`src/rtl/issue_queue_pkg.sv`:
```
// Shared types for rename-to-issue dispatch: request lanes, per-queue demand
// counts and credit widths, plus the lane-counting helper.
package issue_queue_pkg;

  localparam int MACHINE_WIDTH = 2;
  localparam int WRITE_NUM     = MACHINE_WIDTH;
  localparam int ALU_NUM       = 2;
  localparam int ALU_REL_MAX   = ALU_NUM;

  localparam int ALU_QUEUE_LEN_DEF    = 32;
  localparam int MEM_QUEUE_LEN_DEF    = 32;
  localparam int BRANCH_QUEUE_LEN_DEF = 16;
  localparam int MULT_QUEUE_LEN_DEF   = 8;

  typedef enum logic [1:0] {
    ET_ALU    = 2'd0,
    ET_MEM    = 2'd1,
    ET_BRANCH = 2'd2,
    ET_MULT   = 2'd3
  } entry_type_t;

  typedef struct packed {
    logic        valid;
    entry_type_t entry_type;
    logic [5:0]  tag;
  } write_req_t;

  localparam int REQ_W     = $bits(write_req_t);
  localparam int NEED_W    = $clog2(WRITE_NUM + 1);
  localparam int ALU_REL_W = $clog2(ALU_REL_MAX + 1);

  typedef logic [NEED_W-1:0] need_cnt_t;

  typedef struct packed {
    need_cnt_t alu;
    need_cnt_t mem;
    need_cnt_t branch;
    need_cnt_t mult;
  } dispatch_need_t;

  typedef logic [$clog2(ALU_QUEUE_LEN_DEF+1)-1:0]    alu_credit_t;
  typedef logic [$clog2(MEM_QUEUE_LEN_DEF+1)-1:0]    mem_credit_t;
  typedef logic [$clog2(BRANCH_QUEUE_LEN_DEF+1)-1:0] branch_credit_t;
  typedef logic [$clog2(MULT_QUEUE_LEN_DEF+1)-1:0]   mult_credit_t;

  function automatic need_cnt_t count_type(input write_req_t [WRITE_NUM-1:0] reqs,
                                           input entry_type_t                 t);
    need_cnt_t n;
    n = '0;
    for (int i = 0; i < WRITE_NUM; i++) begin
      if (reqs[i].valid && reqs[i].entry_type == t) n = n + need_cnt_t'(1);
    end
    return n;
  endfunction

endpackage

```
`src/rtl/issue_credit_counter.sv`:
```
// Free-slot counter for one issue queue: debited on dispatch, credited on
// issue, and restored to full depth on reset or flush.
module issue_credit_counter
  import issue_queue_pkg::*;
#(
  parameter int  LEN    = 8,
  parameter int  REL_W  = 1,
  parameter int  CON_W  = NEED_W,
  localparam int CW     = $clog2(LEN + 1)
) (
  input  logic             clk,
  input  logic             reset,
  input  logic             flush,
  input  logic [CON_W-1:0] consume,
  input  logic [REL_W-1:0] release_cnt,
  output logic [CW-1:0]    credit
);

  // One extra bit so an over-release or under-run shows up as a value above LEN.
  logic [CW:0] nxt;
  assign nxt = {1'b0, credit} + (CW+1)'(release_cnt) - (CW+1)'(consume);

  // NOTE: sequential state is written with <= so every register samples pre-edge values.
  always_ff @(posedge clk) begin
    if (reset || flush) credit <= CW'(LEN);
    else                credit <= nxt[CW-1:0];
  end

  credit_in_range: assert property (@(posedge clk) disable iff (reset || flush)
                                    nxt <= (CW+1)'(LEN))
    else $error("credit counter left range 0..LEN");

endmodule

```
`src/rtl/issue_dispatch_ctrl.sv`:
```
// Credit-based dispatch from rename into the ALU/MEM/BRANCH/MULT issue queues:
// all-or-nothing bundle acceptance and a single registered output stage.
module issue_dispatch_ctrl
  import issue_queue_pkg::*;
#(
  parameter int ALU_QUEUE_LEN    = ALU_QUEUE_LEN_DEF,
  parameter int MEM_QUEUE_LEN    = MEM_QUEUE_LEN_DEF,
  parameter int BRANCH_QUEUE_LEN = BRANCH_QUEUE_LEN_DEF,
  parameter int MULT_QUEUE_LEN   = MULT_QUEUE_LEN_DEF
) (
  input  logic                                     clk,
  input  logic                                     reset,
  input  logic                                     flush,
  input  logic                                     in_valid,
  input  logic [WRITE_NUM-1:0][REQ_W-1:0]          in_req,
  output logic                                     in_ready,
  input  logic                                     rob_ok,
  output logic [WRITE_NUM-1:0][REQ_W-1:0]          out_req,
  input  logic [ALU_REL_W-1:0]                     alu_release,
  input  logic                                     mem_release,
  input  logic                                     branch_release,
  input  logic                                     mult_release,
  output logic [$clog2(ALU_QUEUE_LEN+1)-1:0]       alu_credit,
  output logic [$clog2(MEM_QUEUE_LEN+1)-1:0]       mem_credit,
  output logic [$clog2(BRANCH_QUEUE_LEN+1)-1:0]    branch_credit,
  output logic [$clog2(MULT_QUEUE_LEN+1)-1:0]      mult_credit,
  output logic [3:0]                               stall_type
);

  localparam int ALU_CW    = $clog2(ALU_QUEUE_LEN + 1);
  localparam int MEM_CW    = $clog2(MEM_QUEUE_LEN + 1);
  localparam int BRANCH_CW = $clog2(BRANCH_QUEUE_LEN + 1);
  localparam int MULT_CW   = $clog2(MULT_QUEUE_LEN + 1);

  write_req_t [WRITE_NUM-1:0] lanes;
  write_req_t [WRITE_NUM-1:0] out_q;
  dispatch_need_t             need;
  dispatch_need_t             consume;
  logic [3:0]                 short_q;

  assign lanes = in_req;

  assign need.alu    = count_type(lanes, ET_ALU);
  assign need.mem    = count_type(lanes, ET_MEM);
  assign need.branch = count_type(lanes, ET_BRANCH);
  assign need.mult   = count_type(lanes, ET_MULT);

  // Only registered credits are compared, keeping issue-side releases off this path.
  assign short_q = {ALU_CW'(need.alu)       > alu_credit,
                    MEM_CW'(need.mem)       > mem_credit,
                    BRANCH_CW'(need.branch) > branch_credit,
                    MULT_CW'(need.mult)     > mult_credit};

  assign stall_type = (in_valid && !flush) ? short_q : 4'b0000;
  assign in_ready   = in_valid && rob_ok && !flush && (short_q == 4'b0000);
  assign consume    = in_ready ? need : '0;

  issue_credit_counter #(.LEN(ALU_QUEUE_LEN), .REL_W(ALU_REL_W)) u_alu_credit (
    .clk(clk), .reset(reset), .flush(flush),
    .consume(consume.alu), .release_cnt(alu_release), .credit(alu_credit)
  );

  issue_credit_counter #(.LEN(MEM_QUEUE_LEN), .REL_W(1)) u_mem_credit (
    .clk(clk), .reset(reset), .flush(flush),
    .consume(consume.mem), .release_cnt(mem_release), .credit(mem_credit)
  );

  issue_credit_counter #(.LEN(BRANCH_QUEUE_LEN), .REL_W(1)) u_branch_credit (
    .clk(clk), .reset(reset), .flush(flush),
    .consume(consume.branch), .release_cnt(branch_release), .credit(branch_credit)
  );

  issue_credit_counter #(.LEN(MULT_QUEUE_LEN), .REL_W(1)) u_mult_credit (
    .clk(clk), .reset(reset), .flush(flush),
    .consume(consume.mult), .release_cnt(mult_release), .credit(mult_credit)
  );

  // NOTE: payload bits are reset with the valids only to keep the bus deterministic;
  // downstream qualifies every lane by valid.
  always_ff @(posedge clk) begin
    if (reset || flush) begin
      out_q <= '0;
    end else if (in_ready) begin
      out_q <= lanes;
    end else begin
      for (int i = 0; i < WRITE_NUM; i++) out_q[i].valid <= 1'b0;
    end
  end

  assign out_req = out_q;

endmodule

```
`config.mk`:
```
export PLATFORM = sky130hd
export DESIGN_NAME = issue_dispatch_ctrl
export DESIGN_NICKNAME = d
export VERILOG_FILES = /design/src/rtl/issue_queue_pkg.sv /design/src/rtl/issue_credit_counter.sv /design/src/rtl/issue_dispatch_ctrl.sv
export SDC_FILE = /design/constraint.sdc
export NUM_CORES = 1
export LEC_CHECK = 0
export CAP_MARGIN = 30
export CORE_UTILIZATION = 45
export DETAILED_ROUTE_END_ITERATION = 7
export GPL_ROUTABILITY_DRIVEN = 0
export GPL_TIMING_DRIVEN = 1
export PLACE_DENSITY_LB_ADDON = 0.25
export SKIP_CTS_REPAIR_TIMING = 1
export SLEW_MARGIN = 0
export SYNTH_ARGS = -nofsm -noshare
export SYNTH_HDL_FRONTEND = slang
export SYNTH_SLANG_ARGS = --single-unit
export TNS_END_PERCENT = 1
```
`constraint.sdc`:
```
create_clock -name clk -period 8.3 [get_ports clk]
set_input_delay 2.075 -clock clk [delete_from_list [all_inputs] [get_ports clk]]
set_output_delay 2.075 -clock clk [all_outputs]
set_load 0.02 [all_outputs]
```
==> flow_summary.ini <==
[logic_synthesis]
synth_area_per_cell_um2 = 9.13
cell_types_occupying_the_most_area_after_synthesis = sky130_fd_sc_hd__dfxtp_1, sky130_fd_sc_hd__ha_1, sky130_fd_sc_hd__mux2i_1
post_synth_most_frequent_cells = sky130_fd_sc_hd__ha_1, sky130_fd_sc_hd__nand2_1, sky130_fd_sc_hd__inv_1
portion_of_the_post_synthesis_area_used_by_sequential_elements_pct = 29.8
yosys_warnings = 0
yosys.area.top_type_share_pct = 29.8
netlist.top_cell.by_area = sky130_fd_sc_hd__dfxtp_1
post_synth_inst_count = 287
post_synthesis_async_set_or_reset_flop_share_pct = 0
ys.flop_type = sky130_fd_sc_hd__dfxtp_1
ys_types = 38
yosys.cell_count.top_type = sky130_fd_sc_hd__ha_1
postSynthNetCount = 363
synth-edff-count = 0
syn-cell-area_mm2 = 0.00262
postSynthRegisterBits = 39

[drt]
antenna_violation_net_count_after_detailed_routing = 0
drc = 0
wl_per_cell_um = 11.8
wirelength_um = 5080
count_of_tritonroute_iterations_in_the_first_routing_pass = 4
via_per_inst = 4.83
routed-via-count = 2077
first_iter_violations = 63

[cts]
root_buffer = sky130_fd_sc_hd__clkbuf_8
clk_latency_ps = 290
cts.sinks = 39
cts_buffers = 5
clk_pin_slew_ps = 80
max-clock-path-buffers = 2
cts_max_level = 2
clock_tree_from_tritoncts = yes

[timing]
setup_tns_ps = 0
post-route-worst-setup-slack_ps = 1220
hold_viol = 0
fin_worst_hold_slack_ps = 460
fin_worst_skew_ps = 2.48
layout_worst_path_cycle_share_pct = 85.3
relative_slew_margins_pct = 35.2
setup_viols_final = 0
drv_slew = 0
max_freq_mhz = 141
grt_setup_unrepaired = no
final.min_clock_period_ps = 7080
transition_time_of_the_tightest_slew_check_pin_ps = 969

[critical_path]
timing.critical_path.to_type = primary output
crit_path_start_kind = input pin
reg2reg_slack_ps = 4750
critical_path_class = input pin to primary output
worstPathArrival_ps = 5010
worst_endpoint_required_time_ps = 6230
crit_path_max_fanout = 23

[grt]
grt_pass1_wl_um = 8910
pin_count_of_the_biggest_net_entering_global_routing = 50
via_count_of_the_first_global_routing_pass = 2037
grt_usage_pct = 18.4
antenna_found_initial = 0
grt-ovfl-total = 0

[cells_and_area]
final-seq-area_um2 = 781
antenna_cells = 0
fin_nets = 433
syn_to_final_growth_pct = 31.9
footprint_of_the_multi_input_gates_mm2 = 0.00163
post_route_cells_drive_above_1_share_pct = 5.03
post_layout_nonfiller_instances = 430
fillers = 498

[place]
pre_cts_ws_ps = 1220
port_buffers = 71
dp.cells = 422
dp_hpwl_um = 3970

[floorplan]
die_height_um = 78.3
site_rows = 27
dieArea_mm2 = 0.00613
placeable_core_area_mm2 = 0.00557
ioPinCount = 72
effective_utilization_at_floorplan_pct = 47.0
floorplan.die.width_um = 78.3

[worst_hold_path]
worstHoldPathType = flip-flop to flip-flop

[power]
worst_ir_drop_vdd_mv = 0.0936
power_leakage_uw = 0.00146
power_density_mw_per_mm2 = 141

[run]
max_cap_viol_count = 0

[status]
run_status = finished clean
-- cell families after synthesis --
logic type,Yosys count,synth area share [%]
xor+xnor,11,3.68
buf+inv,49,8.26
flops,39,29.8
mux,16,6.11
simple gates,104,20.7
fa+ha+maj,48,24.4
compound gates,20,7.12
-- worst paths after layout --
kind / cells past startpoint / end / start
worst min register to register: 2 / out_req[10]$_SDFFE_PP0N_ / out_req[10]$_SDFFE_PP0N_
worst min-delay path: 2 / out_req[10]$_SDFFE_PP0N_ / out_req[10]$_SDFFE_PP0N_
worst max-delay path: 9 / in_ready / in_req[7]
worst max register to register: 14 / u_alu_credit.credit[5]$_SDFF_PP1_ / u_mult_credit.credit[1]$_SDFF_PP0_
-- sequential cells by signal, indices dropped and copies added (netlist names) --
signal,cells
out_req,18
u_alu_credit.credit,6
u_mem_credit.credit,6
u_branch_credit.credit,5
u_mult_credit.credit,4
-- power by group --
group / switching [µW] / internal [µW]
registers: 6.40 / 198
logic: 80.9 / 73.6
clock network: 70.2 / 58.5
-- per-stage QoR --
step	util, %	total power (µW)	area [µm²]
3_3_place_gp	60.4	360	3370
3_5_place_dp	60.4	364	3370
6_report	62.0	487	3450
2_1_floorplan	-	313	2620
5_1_grt	62.0	521	3450
4_1_cts	62.0	497	3450
-- placed cells by master, fill, tap and decap left out, types with 2 or more instances in the layout --
master and instances:
sky130_fd_sc_hd__clkdlybuf4s50_1 71, sky130_fd_sc_hd__ha_1 43, sky130_fd_sc_hd__nand2_1 42, sky130_fd_sc_hd__inv_1 41, sky130_fd_sc_hd__dfxtp_1 39, sky130_fd_sc_hd__nor2_1 24
sky130_fd_sc_hd__mux2i_1 16, sky130_fd_sc_hd__and2_1 8, sky130_fd_sc_hd__xnor2_1 8, sky130_fd_sc_hd__a21oi_1 7, sky130_fd_sc_hd__fa_1 5, sky130_fd_sc_hd__clkbuf_8 5
sky130_fd_sc_hd__and3_1 4, sky130_fd_sc_hd__nand4_1 4, sky130_fd_sc_hd__nor3_1 4, sky130_fd_sc_hd__a21o_1 4, sky130_fd_sc_hd__and3b_1 3, sky130_fd_sc_hd__xor2_1 3
sky130_fd_sc_hd__nor2b_1 2, sky130_fd_sc_hd__nor2b_4 2, sky130_fd_sc_hd__o2111ai_4 2, sky130_fd_sc_hd__nor3b_1 2, sky130_fd_sc_hd__or3_1 2, sky130_fd_sc_hd__o311a_1 2
sky130_fd_sc_hd__clkinvlp_4 2
-- layer usage --
| metal | up-vias | wire, µm | track usage (%) |
|---|---|---|---|
| met5 | - | 0 | 0 |
| met4 | 0 | 70 | 6.11 |
| met3 | 6 | 269 | 4.30 |
| met2 | 51 | 2380 | 31.6 |
| met1 | 936 | 2350 | 22.5 |
| li1 | 1084 | - | - |
-- worst max-delay path: stages --
cell,delay (ps)
sky130_fd_sc_hd__clkdlybuf4s50_1,550
sky130_fd_sc_hd__and3b_1,220
sky130_fd_sc_hd__ha_1,220
sky130_fd_sc_hd__ha_1,290
sky130_fd_sc_hd__nor2b_4,140
sky130_fd_sc_hd__o2111ai_4,220
sky130_fd_sc_hd__nand4_4,190
sky130_fd_sc_hd__nor2_8,410
sky130_fd_sc_hd__clkdlybuf4s50_1,690
-- final cells by class --
| type | count | share of cell area (%) |
|---|---|---|
| flip-flops and latches | 39 | 22.6 |
| clock inverters | 3 | 0.580 |
| clock buffers | 5 | 1.99 |
| well taps | 72 | 2.61 |
| multi-input cells | 199 | 47.2 |
| inverters | 41 | 4.45 |
| repair buffers | 71 | 20.6 |
Note: power is estimated with default switching activity, not from simulation.
